### config.mk
export PLATFORM = sky130hd
export DESIGN_NAME = imem_loader
export DESIGN_NICKNAME = d
export VERILOG_FILES = /design/src/rtl/imem_loader.sv
export SDC_FILE = /design/constraint.sdc
export NUM_CORES = 1
export LEC_CHECK = 0
export ABC_AREA = 1
export CORE_ASPECT_RATIO = 1.5
export CORE_MARGIN = 2
export CORE_UTILIZATION = 25
export CTS_CLUSTER_DIAMETER = 120
export DETAILED_ROUTE_END_ITERATION = 10
export SLEW_MARGIN = 20
export SYNTH_ARGS = -nofsm -noshare
export SYNTH_HDL_FRONTEND = slang
export SYNTH_SLANG_ARGS = --single-unit
### constraint.sdc
create_clock -name clk -period 4.1 [get_ports clk]
set_input_delay 0.41 -clock clk [delete_from_list [all_inputs] [get_ports clk]]
set_output_delay 0.41 -clock clk [all_outputs]
set_load 0.05 [all_outputs]
### src/rtl/imem_loader.sv
// Byte-stream program loader: frames of A5, LEN (LE16), LEN little-endian words and an XOR checksum
// are written into instruction memory while the CPU is held halted.
module imem_loader #(
   parameter int ADDR_W         = 13,
   parameter int MEM_WORDS      = 8192,
   parameter int TIMEOUT_CYCLES = 1000000
) (
   input  logic              clk,
   input  logic              reset,
   input  logic [7:0]        rx_data,
   input  logic              rx_valid,
   output logic              rx_ready,
   output logic              mem_we,
   output logic [ADDR_W-1:0] mem_addr,
   output logic [31:0]       mem_wdata,
   output logic              cpu_halt,
   output logic              cpu_restart,
   output logic              load_done,
   output logic              load_err,
   output logic [15:0]       words_loaded
);

   localparam int         TMO_W = $clog2(TIMEOUT_CYCLES + 1);
   localparam logic [7:0] MAGIC = 8'hA5;

   typedef enum logic [2:0] {
      IDLE, LEN0, LEN1, DATA, CHECK, DONE, ERROR
   } state_t;

   state_t              state_reg, state_next;
   logic [15:0]         len_reg, len_next;
   logic [7:0]          cks_reg, cks_next;
   logic [23:0]         word_reg, word_next;
   logic [1:0]          byte_idx_reg, byte_idx_next;
   logic [TMO_W-1:0]    tmo_reg, tmo_next;
   logic [15:0]         words_loaded_reg, words_loaded_next;
   logic                mem_we_reg, mem_we_next;
   logic [ADDR_W-1:0]   mem_addr_reg, mem_addr_next;
   logic [31:0]         mem_wdata_reg, mem_wdata_next;
   logic                halt_reg, halt_next;
   logic                err_reg, err_next;

   logic                hs;
   logic                active;
   logic [15:0]         len_full;

   always_ff @(posedge clk or posedge reset) begin
      if (reset) begin
         state_reg        <= IDLE;
         len_reg          <= '0;
         cks_reg          <= '0;
         word_reg         <= '0;
         byte_idx_reg     <= '0;
         tmo_reg          <= '0;
         words_loaded_reg <= '0;
         mem_we_reg       <= 1'b0;
         mem_addr_reg     <= '0;
         mem_wdata_reg    <= '0;
         halt_reg         <= 1'b0;
         err_reg          <= 1'b0;
      end else begin
         state_reg        <= state_next;
         len_reg          <= len_next;
         cks_reg          <= cks_next;
         word_reg         <= word_next;
         byte_idx_reg     <= byte_idx_next;
         tmo_reg          <= tmo_next;
         words_loaded_reg <= words_loaded_next;
         mem_we_reg       <= mem_we_next;
         mem_addr_reg     <= mem_addr_next;
         mem_wdata_reg    <= mem_wdata_next;
         halt_reg         <= halt_next;
         err_reg          <= err_next;
      end
   end

   always_comb begin
      state_next        = state_reg;
      len_next          = len_reg;
      cks_next          = cks_reg;
      word_next         = word_reg;
      byte_idx_next     = byte_idx_reg;
      tmo_next          = '0;
      mem_we_next       = 1'b0;
      mem_addr_next     = mem_addr_reg;
      mem_wdata_next    = mem_wdata_reg;
      halt_next         = halt_reg;
      err_next          = err_reg;
      rx_ready          = (state_reg != DONE);
      hs                = rx_valid && rx_ready;
      active            = (state_reg == LEN0) || (state_reg == LEN1) ||
                          (state_reg == DATA) || (state_reg == CHECK);
      len_full          = {rx_data, len_reg[7:0]};
      // The word counter advances in the cycle its write strobe is on the bus.
      words_loaded_next = words_loaded_reg + (mem_we_reg ? 16'd1 : 16'd0);

      case (state_reg)
         IDLE, ERROR: begin
            if (hs && rx_data == MAGIC) begin
               cks_next          = '0;
               words_loaded_next = '0;
               byte_idx_next     = '0;
               err_next          = 1'b0;
               halt_next         = 1'b1;
               state_next        = LEN0;
            end
         end
         LEN0: begin
            if (hs) begin
               len_next[7:0] = rx_data;
               cks_next      = cks_reg ^ rx_data;
               state_next    = LEN1;
            end
         end
         LEN1: begin
            if (hs) begin
               len_next[15:8] = rx_data;
               cks_next       = cks_reg ^ rx_data;
               byte_idx_next  = '0;
               if (len_full == 16'd0) begin
                  state_next = CHECK;
               end else if ({1'b0, len_full} > 17'(MEM_WORDS)) begin
                  err_next   = 1'b1;
                  state_next = ERROR;
               end else begin
                  state_next = DATA;
               end
            end
         end
         DATA: begin
            if (hs) begin
               cks_next      = cks_reg ^ rx_data;
               word_next     = {rx_data, word_reg[23:8]};
               byte_idx_next = byte_idx_reg + 2'd1;
               if (byte_idx_reg == 2'd3) begin
                  mem_we_next    = 1'b1;
                  mem_addr_next  = words_loaded_reg[ADDR_W-1:0];
                  mem_wdata_next = {rx_data, word_reg};
                  if (words_loaded_reg + 16'd1 == len_reg)
                     state_next = CHECK;
               end
            end
         end
         CHECK: begin
            if (hs) begin
               if (rx_data == cks_reg) begin
                  state_next = DONE;
               end else begin
                  err_next   = 1'b1;
                  state_next = ERROR;
               end
            end
         end
         DONE: begin
            halt_next  = 1'b0;
            state_next = IDLE;
         end
         default: state_next = IDLE;
      endcase

      // An accepted byte always beats an expiring timeout.
      if (active) begin
         if (hs) begin
            tmo_next = '0;
         end else if (tmo_reg == TMO_W'(TIMEOUT_CYCLES - 1)) begin
            err_next   = 1'b1;
            state_next = ERROR;
         end else begin
            tmo_next = tmo_reg + TMO_W'(1);
         end
      end
   end

   assign mem_we       = mem_we_reg;
   assign mem_addr     = mem_addr_reg;
   assign mem_wdata    = mem_wdata_reg;
   assign cpu_halt     = halt_reg;
   assign load_err     = err_reg;
   assign words_loaded = words_loaded_reg;
   assign load_done    = (state_reg == DONE);
   assign cpu_restart  = (state_reg == DONE);

endmodule

Yosys cells after proc, flatten, opt, wreduce, memory -nomap -nowiden. Cells that the tools add are included.

Memories kept: 0. Bits in latches: 0. Flip-flop bits (word level): 137. Output and inout port bits: 67. Memory bits (writable): 0. Bits in read-only memories: 0. Word-level logic and storage cells: 96.

Multiplexer cells: 42. Bitwise operators: 1. Reductions and logical operators: 19. $lt $le $gt $ge: 1. $add $sub $neg: 4. Eq/ne operators: 16. Multipliers: 0. Shift operators: 0. Div/mod/pow operators: 0.

Operators by type and width (count): $mux 20 (3); $mux 3 (12); $mux 16 (2); $add 20x1->20 const B (1); $eq 20x20->1 const B (1); $add 16x1->16 (1); $add 16x1->16 const B (1); $eq 16x16->1 (1); $gt 16x14->1 const B (1); $logic_not 16->1 (1); $mux 8 (2); $pmux 8 s2 (1); $pmux 3 s5 (1); $mux 1 (14); $eq 3x3->1 const B (3); $eq 8x8->1 (1); $eq 8x8->1 const B (1); $mux 2 (4); $reduce_and 2->1 (4); $xor 8x8->8 (1); $eq 3x2->1 const B (2); $ne 2x2->1 const B (3); $pmux 2 s3 (1); $reduce_and 3->1 (2); 15 further kinds (19).

Depth between registers and ports, before layout.
Depth in word-level cells: 9. Mapped depth: 13. Gate-level depth less buffers: 13.

Worst setup path after synthesis. Ideal clock, no wire load.

Path kind: register to register. Start point: register words_loaded_reg[1] (netlist: words_loaded[1]). End point: register state_reg[1]. Data arrival time: 1944 ps. Setup slack: 2022 ps. Cell stages (with the launch flop): 13. Data required time: 3966 ps. Path buffers: 0. Cells stage by stage: dfrtp_1 > ha_1 > nand3_2 > nor2_4 > nand2_2 > nand3_2 > nand2_1 > nor2_1 > nand2_1 > nor2_2 > nand2_1 > nand2_2 > nand3_2.

Longest elaborated chain between the ends: 9.

RTL lines: from (decl) (RTL line 36) `logic [15:0] words_loaded_reg, words_loaded_next;`; from (signal assigned) (RTL line 68) `words_loaded_reg <= words_loaded_next;`; $add 16x1->16 (*) (RTL line 139) `if (words_loaded_reg + 16'd1 == len_reg)`; $eq 16x16->1 (*) (RTL line 139); $mux 3 (*) (RTL line 139); $mux 3 (*) (RTL line 135) `if (byte_idx_reg == 2'd3) begin`; $mux 3 (*) (RTL line 131) `if (hs) begin`; $pmux 3 s5 (*) (RTL line 97) `case (state_reg)`; $mux 3 (RTL line 165) `end else if (tmo_reg == TMO_W'(TIMEOUT_CYCLES - 1)) begin`; $mux 3 (RTL line 163) `if (hs) begin`; $mux 3 (*) (RTL line 162) `if (active) begin`; net state_next[1] (RTL line 30) `state_t state_reg, state_next;`; to (signal assigned) (RTL line 62) `state_reg <= state_next;`; to (decl) (RTL line 30).

The timed path passes the listed nets; every way through them passes the cells marked *. A chain may end at the register's enable or synchronous reset.

Worst setup path in the final report.
Start point: register state_reg[2]. End point: output port load_done.

Longest elaborated chain between the ends: 1.

RTL lines: $eq 3x3->1 (RTL line 180) `assign load_done = (state_reg == DONE);`; to (decl) (RTL line 18) `output logic load_done,`.

No other way between the ends.

==> results.cfg <==
[synthesis]
syn_nets = 828
yosysWarnings = 0
synth-seq-area-share = 0.513
yosysTopAreaCellShare = 0.513
synth_cell_types = 38
synth_top_area_cell = dfrtp_1
ys_async_sr_fraction = 1.00
ys_seq_elements = 137
synth-main-ff-cell = dfrtp_1
synthTopCellsByArea = dfrtp_1 51%, nand2_1 13%, o21ai_0 6.7%
synth_area_um2 = 6680
syn_inst = 812
synth_edf_count = 0
syn_area_per_cell_um2 = 8.22

[critical_path]
cp_top_family = buffers and inverters
reg2regPathDepth = 8
rrSetupSlack_ns = 1.65
critical_path_buf_inv_count = 2
crit_path_max_incr_delay_ns = 0.80
slowest_stage = clkdlybuf4s50_1
cp_max_fo = 6
critPathLaunch = state_reg[2]
crit_type = register to primary output
cp.arrival_ns = 2.06
critPathCapture = load_done
start_kind = register
cp-end-kind = primary output
crit_chain = nand3_2 > inv_1 > clkdlybuf4s50_1
r2r-start = state_reg[2]
r2r-end = mem_wdata[18]
required_ns = 3.69
crit_cells = 3

[finish]
mostFrequentLayoutCell = nand2_1
drive_gt1_frac = 0.0986
antennaDiodeCount = 0
largest_reg_flops = 32
fill_cells = 2753
seq_area_um2 = 3430
nNetsFinal = 906
final_cell_area_um2 = 8470
area_growth_pct = 26.8
final_util = 0.321
final_cell_mix = 227 x nand2_1, 137 x dfrtp_1, 92 x inv_1, 90 x o21ai_0, 77 x clkdlybuf4s50_1
multiInputGateArea_um2 = 2760
fin_cells = 1240

[detailed_routing]
top_layer = met4
wl_met1_mm = 7.04
avgViaCountPerCell = 4.33
drcViolationCount = 0
routedWlPerCell_um = 13.5
drt_first_pass_iters = 4
num_vias = 5373
final_antenna_net_count = 0
dr_wl_met3_um = 624
wl_mm = 16.8
drt_iter0_drc = 263
wl_met2_mm = 8.68

[die]
io_pins = 78
fp.dieArea_um2 = 28100
core-area_um2 = 26400
die_h_um = 204
rows = 73
start_util = 0.253
fp.dieW_um = 137

[clock_tree]
cts_setup_buffers = 0
numClockSinks = 137
cts_buffer_depth = 2
numCtsBuffers = 17
clk_latency_ns = 0.43
clkSlewWorstSetupHoldPaths_ns = 0.06
cts_resized = 0
cts_tree = built
root_buffer = clkbuf_16
hold_buffers = 0
cts_htree_levels = 4

[timing]
finalSetupViolCount = 0
period_needed_ns = 2.47
grt_setup_unrepaired = false
post-route-period-util = 0.603
hold_violations = 0
holdWs_ns = 0.455
fin_ws_ns = 1.63
slew_headroom = 0.520
worst_pin_slew_ns = 0.717
fmax_mhz = 405
fin_setup_tns_ns = 0
drv_slew = 0
clock_skew_ns = 0.00825

[placed_design]
dpl.hpwl_mm = 12.4
place_ws_ns = 1.19
placed_area_um2 = 7810
io_buffers = 77
place_inst = 1208
place.gp.congestion = 0.853

[global_route]
grt_pass1_vias = 5480
grt_use_total = 0.126
antenna_found_initial = 0
grt_pass1_wl_mm = 27.5
gr-total-overflow = 0
grt_max_degree = 73

[pwr]
p_total_mw = 4.50
leakage_nw = 3.95
powerDensity_nw_per_um2 = 531
ir_worst_vdd_mv = 0.304

[flow_run]
drv_cap = 0

[hold_path]
hold_path.class = input pin to async pin

[status]
status = finished clean
[synth_stat cells, types with 4 or more instances]
cell      number
inv_2         10
clkbuf_1       7
o21ai_1        8
buf_2         11
a21oi_1       16
nor2_1        67
o21ai_0       90
nor3_1        11
xor2_1        13
ha_1           5
xnor2_1       10
nand3_2        4
nand3_1       33
nand2_2        6
nand2_1      228
nand4_1       10
nor4_1         6
nor2_2        11
mux2_4         8
dfrtp_1      137
inv_1         93
[final cells by class]
type | instances | area share
clock inverter | 13 | 0.0256
multi-input combinational | 550 | 0.326
tap | 337 | 0.0498
timing repair buffer | 80 | 0.0952
inverter | 104 | 0.0467
clock buffer | 19 | 0.0523
sequential | 137 | 0.405
[power breakdown]
group / switching (mW) / internal (mW) / total (mW)
Combinational: 0.613 / 0.395 / 1.01
Clock: 0.607 / 1.10 / 1.71
Sequential: 0.174 / 1.61 / 1.78
[logic make-up after synthesis]
logic type / share of synthesized area
AOI/OAI and AO/OA: 0.0978
xor gates and xnor gates: 0.0302
adders and majority gates: 0.00937
buffers and inverters: 0.0740
DFF: 0.513
muxes: 0.0180
and+or+nand+nor: 0.257
[worst min-delay path by stage]
stage,cells after the start,from,end,slack [ns]
finish,2,reset,mem_wdata[15],0.46
global route,1,tmo_reg[0],tmo_reg[0],0.48
CTS,1,tmo_reg[0],tmo_reg[0],0.45
detailed placement,1,tmo_reg[0],tmo_reg[0],0.45
global placement,1,tmo_reg[0],tmo_reg[0],0.45
floorplan,1,tmo_reg[0],tmo_reg[0],0.42
[worst reg2reg max path, cell delays in order, from the launching register on]
cell and delay [ns]:
dfrtp_1 0.48, nor2_4 0.18, nand2_1 0.10, nor2_2 0.09, buf_4 0.33, nand2_2 0.51
buf_4 0.45, nand2_1 0.10, o21ai_0 0.08
[layer usage]
metal  vias to the layer above  GRT usage
li1                       2739          -
met1                      2537      0.143
met2                        77      0.223
met3                        20     0.0310
met4                         0     0.0519
met5                         -          0
Power figures use the tool's default switching activity.
==> RTL change 1: new RTL, config.mk and constraints unchanged <==
Set the parameter `TIMEOUT_CYCLES` to 2000000 (it was 1000000).
--- a/src/rtl/imem_loader.sv
+++ b/src/rtl/imem_loader.sv
@@ -5,3 +5,3 @@
    parameter int MEM_WORDS      = 8192,
-   parameter int TIMEOUT_CYCLES = 1000000
+   parameter int TIMEOUT_CYCLES = 2000000
 ) (
Function: same outputs for any inputs over 4 cycles, from zero or initial values and one cycle with reset high; that may be too few to reach the edited logic, so the function may still have changed.
==> RTL change 1 against the unedited design <==
  * Fmax increased by 2.7%
  * Worst setup slack improved by 0.065 ns
  * Final cell count increased by 1.7%
  * Utilization decreased by 0.20 points
  * Sequential share of layout area increased by 0.55 points
  * Final area decreased by 0.62%
  * Highest routed layer unchanged
  * Hold slack got worse by 0.072 ns
  * Sequential cell count increased by 1
  * First-iteration DRC count increased by 42%
  * Synthesized area decreased by 0.11%
  * Total power decreased by 0.17%
  * Clock skew increased by 0.0012 ns
  * Wire length increased by 1.9%
==> RTL change 1: results <==
global_routing:
  grt_pass1_vias: 5380
  grt_usage_pct: 12.9
  grt_max_degree: 118
  grt_pass1_wl_um: 27800
timing:
  fin_crit_sh_pct: 58.7
  finClkSkew_ns: 0.00943
  timing.hold.ws_ns: 0.383
final_layout:
  stdcell_count: 1261
  multi_input_cells: 567
  fin_nets: 927
  clkCellAreaFrac_pct: 7.42
  area_growth_pct: 26.2
  register_area_um2: 3450
  area_share_nonclk_buffers_pct: 9.66
  multi_input_area_um2: 2700
  inverters: 106
placement:
  gp_congestion: 0.867
  dp.cells: 1229
  dp_hpwl_um: 12600
power_and_ir_drop:
  power_w: 0.00449
  power.leakage_nw: 3.79
  ir_drop_mv: 0.318
  p_int_w: 0.00299
status:
  status: "finished, final reports clean"
worst_setup_path:
  rr_endpoint: "mem_wdata[4]"
  reg2regPathDepth: 11
  startpoint: "state_reg[1]"
yosys:
  synth_cells: 833
  synth_mux_area_share_pct: 0
  synthTopCellsByArea: "dfrtp_1 (52%), nand2_1 (14%), o21ai_0 (7.0%)"
  syn_nets: 849
  ys_ff_latch: 138
  synth_common_cells: "nand2_1 (243), dfrtp_1 (138), inv_1 (102)"
  synthAdderAreaFrac_pct: 0.938
  synth_cell_types: 36
detailed_routing:
  num_vias: 5511
  wirelength_um: 17100
  initialDrtViolationCount: 373
[RTL change 1: cell types whose count changed after synthesis, moves of 4 or more]
cell     before  now
buf_2        11    6
nor2_2       11    1
xnor2_1      10   18
nand3_1      33   37
inv_1        93  102
nor4_1        6    2
nand2_1     228  243
nor2_1       67   84
nor3_1       11   19
a21oi_1      16   12
mux2_4        8    0
inv_2        10    3
o21ai_1       8    2
[RTL change 1: per-layer routing]
| layer | global-route usage, % | part of all wire [%] | wire length, um | up-vias |
|---|---|---|---|---|
| met5 | 0 | 0 | 0 | - |
| met4 | 5.63 | 2.8 | 470 | 0 |
| met3 | 3.17 | 4.1 | 705 | 29 |
| met2 | 22.1 | 51 | 8770 | 105 |
| met1 | 15.0 | 42 | 7140 | 2588 |
| li1 | - | - | - | 2789 |
[RTL change 1: critical path, cell delays in order, from the launching register on]
cell and delay [ns]:
dfrtp_1 0.47, inv_2 0.12, nand3_4 0.09, inv_1 0.09
clkdlybuf4s50_1 0.80
==> RTL change 2: new RTL, config.mk and constraints unchanged <==
Made on the original files. Register the output `load_err` once more, cleared by the reset; this adds one clock of latency there. The other outputs are not delayed to match.
--- a/src/rtl/imem_loader.sv
+++ b/src/rtl/imem_loader.sv
@@ -177,3 +177,9 @@
    assign cpu_halt     = halt_reg;
-   assign load_err     = err_reg;
+   always_ff @(posedge clk or posedge reset) begin
+      if (reset) begin
+         load_err <= '0;
+      end else begin
+         load_err <= err_reg;
+      end
+   end
    assign words_loaded = words_loaded_reg;
Check against the original RTL: not equivalent (Yosys sat finds a counterexample within 4 cycles, from zero or initial values and one cycle with reset high).
==> RTL change 2 against the unedited design <==
  * Final area about the same
  * Worst setup slack got worse by 0.12 ns
  * Total power shrank 6.1%
  * Wire length rose by 1.8%
  * Sequential cell count grew 1
  * Register-to-register slack improved by 0.21 ns
  * Utilization is 0.24 points lower
  * First-iteration DRC count up 14%
  * Combinational power is 8% lower
  * Synthesized area grew 1.5%
  * Critical path type unchanged
  * Critical endpoint is now cpu_restart
==> RTL change 2: results <==
status:
  status: "finished, final reports clean"
yosys:
  synth_common_cells: "nand2_1 (225), dfrtp_1 (138), inv_1 (98)"
  ys_seq_area_share_pct: 51.0
  synth-xor-area-share_pct: 3.49
  synthTopCellsByArea: "dfrtp_1 (51%), nand2_1 (12%), inv_1 (5.4%)"
  synth_compound_area_share_pct: 10.8
  syn_nets: 818
  synth_mux_area_share_pct: 0.775
  syn_area_per_cell_um2: 8.45
  synthAdderAreaFrac_pct: 0.923
  ys_ff_latch: 138
  synth_cell_types: 43
global_routing:
  grt_pass1_wl_um: 27700
  grt_max_degree: 51
  grt_pass1_vias: 5361
placement:
  dp_hpwl_um: 12900
  gp_congestion: 0.824
  placed_area_um2: 7880
final_layout:
  inverters: 108
  area_share_nonclk_buffers_pct: 9.85
  n_fill_cell: 2724
  drive_gt1_share_pct: 12.1
  multi_input_area_um2: 2760
  largest_register_ffs: 32
  buffers: 82
  multi_input_cells: 535
  clkCellAreaFrac_pct: 6.93
  fin_nets: 898
  register_area_um2: 3450
worst_setup_path:
  reg2regPathDepth: 12
  critPathMaxFanout: 5
  r2r_slack_ns: 1.86
  arrival_ns: 2.18
power_and_ir_drop:
  ir_drop_mv: 0.271
  pg_clk_w: 0.00153
  swShare_pct: 32.7
  power.leakage_nw: 3.95
  p_seq_share_pct: 41.7
hold_path:
  hp-class: "register to register"
detailed_routing:
  via_per_inst: 4.33
  drc: 0
  wirelength_um: 17100
  initialDrtViolationCount: 301
timing:
  finClkSkew_ns: 0.00751
  worst-slew-pin-transition_ns: 0.957
  fin_crit_sh_pct: 63.3
clock_network:
  cts_max_level: 4
## RTL change 2: changes by cell type after synthesis, moves of 5 or more
cell | unedited run | this run
o21ai_0 | 90 | 58
o21ai_2 | 0 | 28
nor2_1 | 67 | 57
buf_6 | 0 | 9
buf_2 | 11 | 3
xor2_1 | 13 | 20
mux2_4 | 8 | 2
nor3_1 | 11 | 17
inv_1 | 93 | 98
## RTL change 2: final timing paths
check	end
max	cpu_restart
min	load_err
max reg2reg	state_reg[0]
min reg2reg	load_err
max in group asynchronous	words_loaded[15]
min in group asynchronous	mem_wdata[4]
## RTL change 2: logic make-up (layout without fill, tap and decap cells)
group / after synthesis / after routing
AOI/OAI and AO/OA: 121 / 121
and+or+nand+nor: 378 / 378
muxes: 4 / 4
buffers and inverters: 129 / 222
adders and majority gates: 5 / 5
DFF: 138 / 138
xor gates and xnor gates: 27 / 27
## RTL change 2: worst reg2reg max path, delay by kind of cell (launching register included)
| family | cells | cell delay (ns) |
|---|---|---|
| flops | 1 | 0.47 |
| simple gates | 10 | 1.31 |
| fa+ha+maj | 1 | 0.26 |
| compound gates | 1 | 0.08 |
## RTL change 2: per-layer routing
| layer | global-route usage (%) | up-vias | wire length [um] |
|---|---|---|---|
| met5 | 0 | - | 0 |
| met4 | 5.94 | 0 | 531 |
| met3 | 3.03 | 33 | 645 |
| met2 | 22.6 | 105 | 8940 |
| met1 | 13.6 | 2496 | 6940 |
| li1 | - | 2704 | - |
## RTL change 2: metrics by stage
stage               total power (W)  instances  utilization [%]  hold slack, ns
detailed placement          0.00272       1200             29.6           0.378
global placement            0.00270       1200             29.6           0.376
finish                      0.00422       1232             31.8           0.388
floorplan                   0.00250        802                -           0.355
global route                0.00448       1232             31.8           0.404
CTS                         0.00427       1232             31.8           0.391
